===== src/rtl/if_fetch.sv =====
// Instruction-fetch requester: issues one SRAM read per PC value, hands the
// instruction to IF/ID and holds the PC via stall_req until delivery.
module if_fetch #(
  parameter int                 ADDR_W      = 16,
  parameter int                 DATA_W      = 16,
  parameter logic [DATA_W-1:0]  NOP_INST    = 16'h0800,
  parameter int                 ACK_TIMEOUT = 8
) (
  input  logic              clk,
  input  logic              rst,
  input  logic [ADDR_W-1:0] pc,
  input  logic              branch_flag_o,
  input  logic              stall,
  input  logic              mem_busy,
  output logic              mem_req,
  output logic [ADDR_W-1:0] mem_addr,
  input  logic              mem_ack,
  input  logic [DATA_W-1:0] mem_rdata,
  output logic [DATA_W-1:0] inst,
  output logic [ADDR_W-1:0] inst_pc,
  output logic              inst_valid,
  output logic              stall_req,
  output logic              fetch_err
);

  localparam int               CNT_W   = $clog2(ACK_TIMEOUT);
  localparam logic [CNT_W-1:0] CNT_MAX = CNT_W'(ACK_TIMEOUT - 1);

  typedef enum logic [1:0] {IDLE, REQ, HOLD} state_t;

  state_t              state_q, state_d;
  logic                mem_req_q, mem_req_d;
  logic [ADDR_W-1:0]   mem_addr_q, mem_addr_d;
  logic [ADDR_W-1:0]   req_pc_q, req_pc_d;
  logic [DATA_W-1:0]   inst_q, inst_d;
  logic [ADDR_W-1:0]   inst_pc_q, inst_pc_d;
  logic                inst_valid_q, inst_valid_d;
  logic                fetch_err_q, fetch_err_d;
  logic                kill_q, kill_d;
  logic [CNT_W-1:0]    cnt_q, cnt_d;
  logic                good_ack;

  // A delivery counts only if no redirect was seen during this fetch.
  assign good_ack = (state_q == REQ) && mem_ack && !kill_q && !branch_flag_o;

  always_comb begin
    state_d      = state_q;
    mem_req_d    = mem_req_q;
    mem_addr_d   = mem_addr_q;
    req_pc_d     = req_pc_q;
    inst_d       = inst_q;
    inst_pc_d    = inst_pc_q;
    inst_valid_d = inst_valid_q;
    fetch_err_d  = 1'b0;
    kill_d       = kill_q;
    cnt_d        = cnt_q;
    case (state_q)
      IDLE: begin
        inst_valid_d = 1'b0;
        if (!mem_busy) begin
          state_d    = REQ;
          mem_req_d  = 1'b1;
          mem_addr_d = pc;
          req_pc_d   = pc;
          kill_d     = 1'b0;
          cnt_d      = '0;
        end
      end
      REQ: begin
        if (mem_ack) begin
          mem_req_d = 1'b0;
          if (good_ack) begin
            inst_d       = mem_rdata;
            inst_pc_d    = req_pc_q;
            inst_valid_d = 1'b1;
            state_d      = stall ? HOLD : IDLE;
          end else begin
            inst_d       = NOP_INST;
            inst_valid_d = 1'b0;
            state_d      = IDLE;
          end
        end else if (cnt_q == CNT_MAX) begin
          mem_req_d   = 1'b0;
          fetch_err_d = 1'b1;
          state_d     = IDLE;
        end else begin
          // The request stays on the bus after a redirect; its data is dropped later.
          cnt_d = cnt_q + 1'b1;
          if (branch_flag_o) kill_d = 1'b1;
        end
      end
      HOLD: begin
        if (branch_flag_o) begin
          state_d      = IDLE;
          inst_valid_d = 1'b0;
          inst_d       = NOP_INST;
        end else if (!stall) begin
          state_d      = IDLE;
          inst_valid_d = 1'b0;
        end
      end
      default: state_d = IDLE;
    endcase
  end

  always_ff @(posedge clk or negedge rst) begin
    if (!rst) begin
      state_q      <= IDLE;
      mem_req_q    <= 1'b0;
      mem_addr_q   <= '0;
      req_pc_q     <= '0;
      inst_q       <= NOP_INST;
      inst_pc_q    <= '0;
      inst_valid_q <= 1'b0;
      fetch_err_q  <= 1'b0;
      kill_q       <= 1'b0;
      cnt_q        <= '0;
    end else begin
      state_q      <= state_d;
      mem_req_q    <= mem_req_d;
      mem_addr_q   <= mem_addr_d;
      req_pc_q     <= req_pc_d;
      inst_q       <= inst_d;
      inst_pc_q    <= inst_pc_d;
      inst_valid_q <= inst_valid_d;
      fetch_err_q  <= fetch_err_d;
      kill_q       <= kill_d;
      cnt_q        <= cnt_d;
    end
  end

  assign mem_req    = mem_req_q;
  assign mem_addr   = mem_addr_q;
  assign inst       = inst_q;
  assign inst_pc    = inst_pc_q;
  assign inst_valid = inst_valid_q;
  assign fetch_err  = fetch_err_q;
  assign stall_req  = ~good_ack;

endmodule


===== config.mk =====
export PLATFORM = sky130hd
export DESIGN_NAME = if_fetch
export DESIGN_NICKNAME = d
export VERILOG_FILES = /design/src/rtl/if_fetch.sv
export SDC_FILE = /design/constraint.sdc
export NUM_CORES = 1
export LEC_CHECK = 0
export ABC_AREA = 1
export BUFFER_PORTS_ARGS = -buffer_cell sky130_fd_sc_hd__buf_2
export CORE_UTILIZATION = 38
export DETAILED_ROUTE_END_ITERATION = 8
export PLACE_DENSITY = 0.67
export RECOVER_POWER = 50
export SLEW_MARGIN = 40
export SYNTH_ARGS = -nofsm -noshare
export SYNTH_HDL_FRONTEND = slang
export SYNTH_SLANG_ARGS = --single-unit
export TNS_END_PERCENT = 1

===== constraint.sdc =====
create_clock -name clk -period 1.39 [get_ports clk]
set_clock_uncertainty 0.15 [all_clocks]
set_input_delay 0.139 -clock clk [delete_from_list [all_inputs] [get_ports clk]]
set_output_delay 0.139 -clock clk [all_outputs]
set_load 0.02 [all_outputs]

### Yosys cells after proc, flatten, opt, wreduce, memory -nomap -nowiden

Cells that the tools add are included.

| cells by class | value |
|---|---|
| reductions and logical operators | 17 |
| bitwise operators | 2 |
| muxes and demuxes | 33 |
| add/sub/neg operators | 1 |
| equality and inequality tests | 11 |

Operator list:

| kind | count |
|---|---|
| 16-bit 2-to-1 mux | 3 |
| 16-bit one-hot mux with 2 select lines | 1 |
| 3-bit AND reduction | 5 |
| 1-bit 2-to-1 mux | 14 |
| 2-bit 2-to-1 mux | 7 |
| 2-bit inequality test, second input constant | 6 |
| 3-bit 2-to-1 mux | 3 |
| 2-bit one-hot mux with 3 select lines | 1 |
| 3-bit one-hot mux with 2 select lines | 1 |
| 5-bit AND reduction | 1 |
| 1-bit one-hot mux with 2 select lines | 2 |
| 4-bit AND reduction | 1 |
| 2-bit nonzero test | 2 |
| 3-bit by 1-bit adder with 3-bit output, second input constant | 1 |
| 3-bit == test, second input constant | 1 |
| 1-bit logical AND | 3 |
| 3-bit by 2-bit inequality test with 1-bit output, second input constant | 1 |
| 3-bit inequality test, second input constant | 1 |
| 1-bit one-hot mux with 3 select lines | 1 |
| 3-bit nonzero test | 1 |
| 2-bit by 1-bit == test with 1-bit output, second input constant | 1 |
| 2-bit == test, second input constant | 1 |
| 1-bit logical NOT | 2 |
| 2-bit logical NOT | 1 |
| 2 further kinds | 3 |

| storage, ports and cells | value |
|---|---|
| input port bits | 38 |
| word-level logic and storage cells | 73 |
| flip-flop bits (word level) | 57 |
| output and inout port bits | 52 |

### Depth between registers and ports, before layout

Gate-level depths: netlist of run 1.

| logic depth | value |
|---|---|
| depth in word-level cells | 7 |
| depth in mapped cells | 8 |
| gate-level depth less buffers | 8 |

### Worst setup path after synthesis of run 1

OpenSTA, ideal clock, no wires.

| path | value |
|---|---|
| path type | register to register |
| from | register cnt_q[0] |
| to | register cnt_q[0] |
| data arrival time | 1.187 ns |
| data required time | 1.175 ns |
| period minus slack after synthesis | 1.402 ns |
| path buffers | 0 |
| stages on the path, launching flop included | 8 |
| slack | -0.012 ns |
| library setup time | 0.065 ns |
| cell sequence | dfrtp_1 > ha_1 > ha_1 > inv_1 > nand3_1 > inv_1 > nand2_1 > nand2_1 |

| between the ends | value |
|---|---|
| word-level cells in the longest chain between the ends | 4 |
| elaborated cells on any way between the ends | 7 |
| those cells by class | add/sub (1); eq/ne (2); mux (3); reduce/logical (1) |

Ends and longest elaborated chain:

| element | line | source |
|---|---|---|
| start: declaration | 40 | `logic [CNT_W-1:0] cnt_q, cnt_d;` |
| start signal: assignment | 128 | `cnt_q <= cnt_d;` |
| 3-bit by 1-bit adder with 3-bit output | 88 | `cnt_d = cnt_q + 1'b1;` |
| 3-bit 2-to-1 mux | 82 | `end else if (cnt_q == CNT_MAX) begin` |
| 3-bit 2-to-1 mux | 70 | `if (mem_ack) begin` |
| 3-bit one-hot mux with 2 select lines | 57 | `case (state_q)` |

Parallel ways exist; a longest one is shown, timed or not. The select of a mux whose other input is x is not followed.
A chain may end at the register's enable or synchronous reset.

### Worst setup path after layout of run 1

| path | value |
|---|---|
| from | register state_q[0] |
| to | output stall_req |

| between the ends | value |
|---|---|
| word-level cells in the longest chain between the ends | 5 |

Ends and longest elaborated chain:

| element | line | source |
|---|---|---|
| start: declaration | 31 | `state_t state_q, state_d;` |
| start signal: assignment | 119 | `state_q <= state_d;` |
| 2-bit by 1-bit == test with 1-bit output | 44 | `assign good_ack = (state_q == REQ) && mem_ack && !kill_q && !branch_flag_o;` |
| 1-bit logical AND (3 in a row) | 44 |  |
| 1-bit NOT | 138 | `assign stall_req = ~good_ack;` |
| end: declaration | 22 | `output logic stall_req,` |

No other way between the ends.

==> flow_summary.yaml, run 1 <==
status:
  status: "complete, but fails checks"
  violations: "setup timing"
setup_path:
  slowest_stage: "dfrtp_1"
  crit_path_cell_trace: "inv_2, nor2_4, nand2_2, buf_6, buf_6"
  required_ns: 1.10
  crit_top_cell: "buf_6"
  path_class: "reg2out"
  timing.rr.start: "state_q[1]"
  slowest_delay_ns: 0.39
  cp-start-kind: "register"
  end_kind: "output port"
  worst-path-max-fanout: 4
  worstPathArrival_ns: 1.26
  startpoint: "state_q[0]"
clock_tree:
  clockBufferDepth: 2
  cts_tree: "built"
  clk_pin_slew_ns: 0.07
  clock_sinks: 57
  cts-root-buf: "clkbuf_8"
  clk-insertion-delay-late_ns: 0.33
  cts_buffers: 9
  cts.htree.levels: 3
logic_synthesis:
  synth_cell_type_count: 22
  yosys_warnings: 0
  yosys_register_bits: 57
  synth_area_um2: 2380
  postSynthCellCount: 261
  yosysSeqAreaShare: 0.601
  syn_avg_cell_area_um2: 9.11
  synth_nets: 301
timing:
  setup_viol: 34
  max_freq_mhz: 646
  min_period_ns: 1.55
  rsz0062_at_grt: "true"
  slew_headroom: 0.456
  finalMaxSlewViolations: 0
  worst_slew_pin_slew_ns: 0.816
  fin_setup_tns_ns: -1.73
  fin_crit_sh: 1.11
  hold_violations: 0
  finalWorstSetupSlack_ns: -0.157
global_routing:
  met3_usage: 0.0539
  overflow: 0
  grt_busiest_layer: "met2"
  track_usage: 0.194
  use_met2: 0.346
  antenna_found_initial: 0
  grt_pass1_vias: 2167
  grt_max_degree: 38
  grt_pass1_wl_um: 9430
  met1_usage: 0.213
cells_and_area:
  drive_gt1_frac: 0.367
  final_nets: 450
  fillers: 497
  antenna_cells: 0
  instances_no_fill: 489
  area_delta_synth_final_pct: 58.5
worst_hold_path:
  hold_class: "in2reg"
  hp-start: "mem_busy"
drt:
  wl_per_cell_um: 13.0
  ant_nets: 0
  wirelength_um: 6350
  first_pass_iters: 5
  viasPerCell: 4.64
  drcViolationCount: 0
  vias: 2269
  dr.first_iter.drc_count: 94
die:
  start_util: 0.397
  top_level_ports: 90
  die_y_um: 81.1
  dieWidth_um: 81.1
  core_um2: 5990
  dieArea_um2: 6580
  row_count: 28
place:
  port_buffers: 89
  gp_congestion: 0.739
  pre_cts_ws_ns: -0.111
  placedCellCount: 427
  dp.final_hpwl_um: 3800
power:
  internal_power_uw: 4100
  clockPowerShare: 0.234
  p_comb_frac: 0.377
  swShare: 0.374
  p_sw_uw: 2450
  leakagePower_uw: 0.00209
  p_per_area_nw_per_um2: 1740
  seqPwrFrac: 0.388
  irDropWorstVdd_mv: 1.18
run:
  drv_cap: 0
-- path summary, 6_finish.rpt --
check / end / slack [ns] / depth (start not counted)
setup / recovery: stall_req / -0.16 / 5
hold / removal: kill_q / 0.01 / 5
setup reg to reg: inst[8] / -0.08 / 9
hold reg to reg: mem_req / 0.32 / 2
max in group asynchronous: inst[11] / 0.03 / 3
min in group asynchronous: req_pc_q[6] / 0.28 / 2
-- logic make-up (layout without fill, tap and decap cells) --
| kind of cell | Yosys count | count (layout) | synth area share |
|---|---|---|---|
| compound gates | 20 | 20 | 0.0468 |
| simple gates | 143 | 143 | 0.268 |
| flops | 57 | 57 | 0.601 |
| buf+inv | 39 | 192 | 0.0737 |
| fa+ha+maj | 2 | 2 | 0.0105 |
-- power by group through the flow --
stage	combinational (uW)	sequential, uW	clock [uW]
6_report	2470	2540	1530
5_1_grt	2710	2600	1660
4_1_cts	2300	2510	1570
3_5_place_dp	2150	2530	0
3_3_place_gp	2110	2510	0
2_1_floorplan	708	3110	0
-- Yosys cell counts, drive strengths merged --
library cell	instances	area, um^2
nand3	50	255
nor3	1	5.00
clkbuf	2	17.5
buf	11	60.1
nand2	82	313
nor2	7	38.8
dfrtp	56	1400
inv	26	97.6
ha	2	25.0
a21oi	4	20.0
o21ai	16	91.3
nand3b	3	26.3
dfstp	1	26.3
-- layout make-up --
| class | instances | area [um^2] | area share |
|---|---|---|---|
| timing repair buffer | 151 | 1110 | 0.294 |
| clock buffer | 12 | 155 | 0.0412 |
| tap | 75 | 93.8 | 0.0249 |
| multi-input combinational | 165 | 842 | 0.223 |
| clock inverter | 3 | 40.0 | 0.0106 |
| inverter | 26 | 100 | 0.0266 |
| sequential | 57 | 1430 | 0.379 |
-- flip-flops by register name, summed over array words and instances, names as in the netlist --
register    count
inst_valid      1
mem_req         1
kill_q          1
cnt_q           3
inst           16
state_q         2
fetch_err       1
req_pc_q       16
inst_pc        16
-- timing repair --
item	CTS	global route
gates cloned	0	2
resized for setup	12	23
endpoints found under the hold margin	90	0
pin swaps	1	20
setup endpoints to repair	6	39
setup buffers	7	4
hold buffers	35	0
-- per-stage QoR --
step	area, um^2	power, uW	hold WS (ns)	utilization
finish	3770	6540	0.0133	0.629
global route	3770	6970	0.0413	0.629
CTS	3630	6380	0.0152	0.607
detailed placement	2990	4680	-0.0843	0.499
global placement	2990	4620	-0.0818	0.499
floorplan	2380	3820	-0.307	-
-- worst max-delay path: cells and delay by family, from the launching register on --
family / cells / cell delay, ns
flip-flops: 1 / 0.39
buffers and inverters: 3 / 0.33
AND/OR/NAND/NOR: 2 / 0.21
-- layer usage --
| metal | up-vias | part of all wire |
|---|---|---|
| met3 | 8 | 0.064 |
| met4 | 0 | 0.0084 |
| met5 | - | 0 |
| met2 | 81 | 0.49 |
| li1 | 1129 | - |
| met1 | 1051 | 0.43 |
-- cells in the final DEF (no fill, tap or decap), types with 2 or more instances in the layout --
cell type,count
dfrtp_1,56
nand3b_1,2
nand2_1,73
buf_4,16
buf_6,3
clkinv_2,2
nand2_4,2
a21oi_1,4
clkbuf_1,7
nand3_1,46
inv_1,22
o21ai_2,3
inv_2,3
clkbuf_8,11
clkbuf_16,2
nand3_2,3
nor2_4,3
ha_2,2
buf_2,82
o21ai_0,12
buf_12,5
nor2_1,3
dlygate4sd3_1,35
nand2_2,7
Note: power is estimated with default switching activity, not from simulation.
==> run 2: changes to the inputs <==
HOLD_SLACK_MARGIN = 0.06   (was not set)
PLACE_DENSITY = not set   (was 0.67)
clock period = 1.44 ns   (was 1.39 ns; I/O delays follow)
==> flow_summary.yaml, run 2 (synthesis gave the netlist of run 1 again) <==
die:
  start_util: 0.397
  dieWidth_um: 81.1
  die_y_um: 81.1
  dieArea_um2: 6580
  top_level_ports: 90
  row_count: 28
  core_um2: 5990
drt:
  viasPerCell: 4.57
  dr.first_iter.drc_count: 85
  wl_met2_um: 2670
  wl_met1_um: 2680
  first_pass_iters: 4
  vias: 2196
  ant_nets: 0
  wl_per_cell_um: 12.2
  highest_layer: "met4"
  routed-wl-met3_um: 416
  wirelength_um: 5850
  drcViolationCount: 0
setup_path:
  crit_top_cell: "nand2_4"
  slowest_stage: "dfrtp_1"
  required_ns: 1.15
  end_kind: "output port"
  cpLargestDelayFamily: "flip-flops"
  path_class: "reg2out"
  slowest_delay_ns: 0.40
  r2r_setup_slack_ns: 0.05
  crit_path_cell_trace: "inv_2, nand2_4, nor2_4, nand2_4, buf_6"
  worst-path-max-fanout: 2
  cp-start-kind: "register"
  crit_buf_inv: 2
  worstPathArrival_ns: 1.17
timing:
  slew_headroom: 0.485
  finalMaxSlewViolations: 0
  hold_violations: 0
  setup_viol: 1
  min_period_ns: 1.46
  fin_crit_sh: 1.01
  fin_setup_tns_ns: -0.0215
  finalWorstSetupSlack_ns: -0.0215
  holdWs_ns: 0.103
  worst_slew_pin_slew_ns: 0.772
  rsz0062_at_grt: "true"
  max_freq_mhz: 684
status:
  status: "complete, but fails checks"
  violations: "setup timing"
power:
  finalPower_uw: 5870
  leakagePower_uw: 0.00199
  irDropWorstVdd_mv: 0.820
  p_per_area_nw_per_um2: 1640
place:
  postPlaceCellArea_um2: 2970
  dp.final_hpwl_um: 3670
  gp_congestion: 0.710
  port_buffers: 89
clock_tree:
  cts.htree.levels: 3
  clockBufferDepth: 2
  cts_buffers: 9
  cts-root-buf: "clkbuf_8"
  clk-insertion-delay-late_ns: 0.32
  clk_pin_slew_ns: 0.06
  clock_sinks: 57
  cts_tree: "built"
global_routing:
  grt_max_degree: 58
  track_usage: 0.187
  overflow: 0
  grt_pass1_wl_um: 9160
  grt_pass1_vias: 2029
  antenna_found_initial: 0
cells_and_area:
  antenna_cells: 0
  drive_gt1_frac: 0.310
  layout.cell_area.non_filler_um2: 3590
  area_delta_synth_final_pct: 51.0
  utilization: 0.599
  final_common_cell: "nand2_1"
  final_cell_mix: "79 x nand2_1, 75 x buf_2, 56 x dfrtp_1"
  final_nets: 443
run:
  drv_cap: 0
worst_hold_path:
  hold_class: "in2reg"
## run 2: cell types whose count changed in the layout (fill, tap and decap cells not counted), sizes merged
cell / change
buf: -14
clkbuf: +7
clkinv: -2
dlygate4sd3: +2
bufinv: -1
## run 2: report_power, final
| group | internal, uW | leakage, uW | switching (uW) |
|---|---|---|---|
| registers | 2120 | 0.000725 | 300 |
| clock network | 702 | 0.0000826 | 564 |
| logic | 813 | 0.00119 | 1380 |
## run 2: worst paths after layout
kind,start,end,cells after the start
hold / removal,mem_ack,inst_valid,6
max in group asynchronous,rst,req_pc_q[2],3
min in group asynchronous,rst,inst[10],3
hold reg to reg,inst_pc[3],inst_pc[3],2
setup reg to reg,state_q[1],inst_pc[13],8
setup / recovery,state_q[1],stall_req,5
## run 2: through the flow
stage,cells,worst slack [ns]
CTS,480,-0.0574
finish,481,-0.0215
detailed placement,425,-0.0642
floorplan,261,0.0381
global route,481,-0.0748
global placement,425,-0.0131
## run 2: layer usage
metal | track usage | vias to the layer above
met2 | 0.303 | 78
met3 | 0.0551 | 9
met5 | 0 | -
met4 | 0.0857 | 0
met1 | 0.230 | 997
li1 | - | 1112
## run 2: what timing repair did
item,in CTS,in global routing
hold endpoints to repair,94,0
setup endpoints to repair,5,39
pin swaps,3,3
buffers inserted,5,1
hold buffers,37,0
gates resized for setup,9,13
## run 2: tightest hold or removal path, cell delays in order
cell,delay [ns]
buf_2,0.13
nand2_4,0.07
nand2_1,0.05
nand2_1,0.05
nand2_1,0.05
nand2_1,0.04
## run 2: final cells by class
type | instances | area (um^2)
inverter | 26 | 97.6
fill | 563 | 2400
clock buffer | 14 | 163
timing repair buffer | 144 | 993
sequential | 57 | 1430
tap | 75 | 93.8
multi-input combinational | 165 | 815
==> run 3: changes to the inputs <==
PLACE_DENSITY_LB_ADDON = 0.25   (was not set)
==> flow_summary.yaml, run 3 (synthesis gave the netlist of run 1 again) <==
setup_path:
  slowest_stage: "dfrtp_1"
  end_kind: "output port"
  ff2ff_path_depth: 8
  critical_path_cell_count: 5
  crit_buf_inv: 2
  crit_path_cell_trace: "inv_2, nand2_4, nor2_4, nand2_4, buf_6"
  reg2reg_to: "kill_q"
  worst-path-max-fanout: 2
  timing.rr.start: "cnt_q[0]"
  cpLargestDelayFamily: "flip-flops"
  slowest_delay_ns: 0.38
  r2r_setup_slack_ns: 0.02
  path_class: "reg2out"
  required_ns: 1.15
  cp-start-kind: "register"
  crit_top_cell: "nand2_4"
  worstPathArrival_ns: 1.17
drt:
  wl_per_cell_um: 12.8
  drcViolationCount: 0
  vias: 2203
  viasPerCell: 4.62
  wirelength_um: 6110
  dr.first_iter.drc_count: 84
  first_pass_iters: 4
  ant_nets: 0
die:
  top_level_ports: 90
  dieArea_um2: 6580
  die_y_um: 81.1
  core_um2: 5990
  start_util: 0.397
  row_count: 28
  dieWidth_um: 81.1
global_routing:
  antenna_found_initial: 0
  grt_busiest_layer: "met2"
  overflow: 0
  grt_max_degree: 58
  track_usage: 0.198
  met1_usage: 0.221
  use_met2: 0.343
  grt_pass1_wl_um: 9470
  met3_usage: 0.0539
  grt_pass1_vias: 2129
cells_and_area:
  antenna_cells: 0
  final_cell_mix: "79 x nand2_1, 76 x buf_2, 56 x dfrtp_1"
  fillers: 527
  final_common_cell: "nand2_1"
  final_nets: 438
  utilization: 0.596
  area_delta_synth_final_pct: 50.3
  layout.cell_area.non_filler_um2: 3570
  drive_gt1_frac: 0.301
status:
  status: "complete, but fails checks"
  violations: "setup timing"
place:
  gp_congestion: 0.724
  port_buffers: 89
  dp.final_hpwl_um: 3460
  postPlaceCellArea_um2: 2940
timing:
  slew_headroom: 0.495
  rsz0062_at_grt: "true"
  max_freq_mhz: 684
  holdWs_ns: 0.119
  min_period_ns: 1.46
  finalWorstSetupSlack_ns: -0.0222
  fin_crit_sh: 1.02
  finalMaxSlewViolations: 0
  worst_slew_pin_slew_ns: 0.757
  setup_viol: 1
  hold_violations: 0
  fin_setup_tns_ns: -0.0222
worst_hold_path:
  hold_path_depth: 4
  hold_path_end: "state_q[0]"
  hold_class: "in2reg"
  hp-start: "mem_ack"
power:
  finalPower_uw: 6060
  p_per_area_nw_per_um2: 1700
  irDropWorstVdd_mv: 0.819
  leakagePower_uw: 0.00199
clock_tree:
  cts.htree.levels: 3
  cts-root-buf: "clkbuf_8"
  clk-insertion-delay-late_ns: 0.33
  cts_buffers: 9
  clockBufferDepth: 2
  clk_pin_slew_ns: 0.06
  clock_sinks: 57
  cts_tree: "built"
run:
  drv_cap: 0
run 3: cell count changes in the layout (fill, tap and decap cells not counted), sizes merged:
| cell | change |
|---|---|
| buf | -5 |
| bufinv | +1 |
| clkbuf | -3 |
| clkinv | +2 |
| nand2 | +1 |
run 3: worst min-delay path: stages:
cell	delay, ns
buf_2	0.14
inv_1	0.09
nand3_4	0.12
nand2_1	0.06
run 3: report_power, final:
group	leakage (uW)	internal [uW]	total (uW)	switching, uW
Sequential	0.000725	2120	2420	306
Clock	0.000102	878	1480	598
Combinational	0.00116	781	2160	1380
run 3: through the flow:
| stage | setup slack (ns) | std cells |
|---|---|---|
| 2_1_floorplan | 0.0381 | 261 |
| 3_3_place_gp | -0.0191 | 421 |
| 3_5_place_dp | -0.0878 | 421 |
| 4_1_cts | -0.0462 | 477 |
| 5_1_grt | -0.0765 | 477 |
| 6_report | -0.0222 | 477 |
run 3: final cells by class:
cell class,instances,area (um^2),area share
Clock buffer,12,155,0.0434
Timing Repair Buffer,138,938,0.263
Inverter,26,97.6,0.0273
Tap cell,75,93.8,0.0263
Multi-Input combinational cell,166,821,0.230
Clock inverter,3,40.0,0.0112
Sequential cell,57,1430,0.400
run 3: what timing repair did:
item / 4_1_cts / 5_1_grt
endpoints found under the setup margin: 7 / 38
cloned: 1 / 0
hold endpoints to repair: 94 / 0
pin swaps: 2 / 1
resized for setup: 13 / 4
hold buffers: 37 / 0
setup buffers: 3 / 0
run 3: worst max-delay path by stage:
| stage | endpoint | from | slack [ns] |
|---|---|---|---|
| after global routing | stall_req | state_q[1] | -0.08 |
| after global placement | cnt_q[2] | cnt_q[0] | -0.02 |
| after floorplan | cnt_q[0] | cnt_q[0] | 0.04 |
| after detailed placement | cnt_q[1] | cnt_q[0] | -0.09 |
| final | stall_req | state_q[1] | -0.02 |
| after CTS | stall_req | state_q[1] | -0.05 |
run 3: per-layer routing:
layer	wire length (um)	share of wire	vias to the layer above
met5	0	0	-
met4	114	0.019	0
met3	420	0.069	13
met2	2870	0.47	80
met1	2700	0.44	1007
li1	-	-	1103
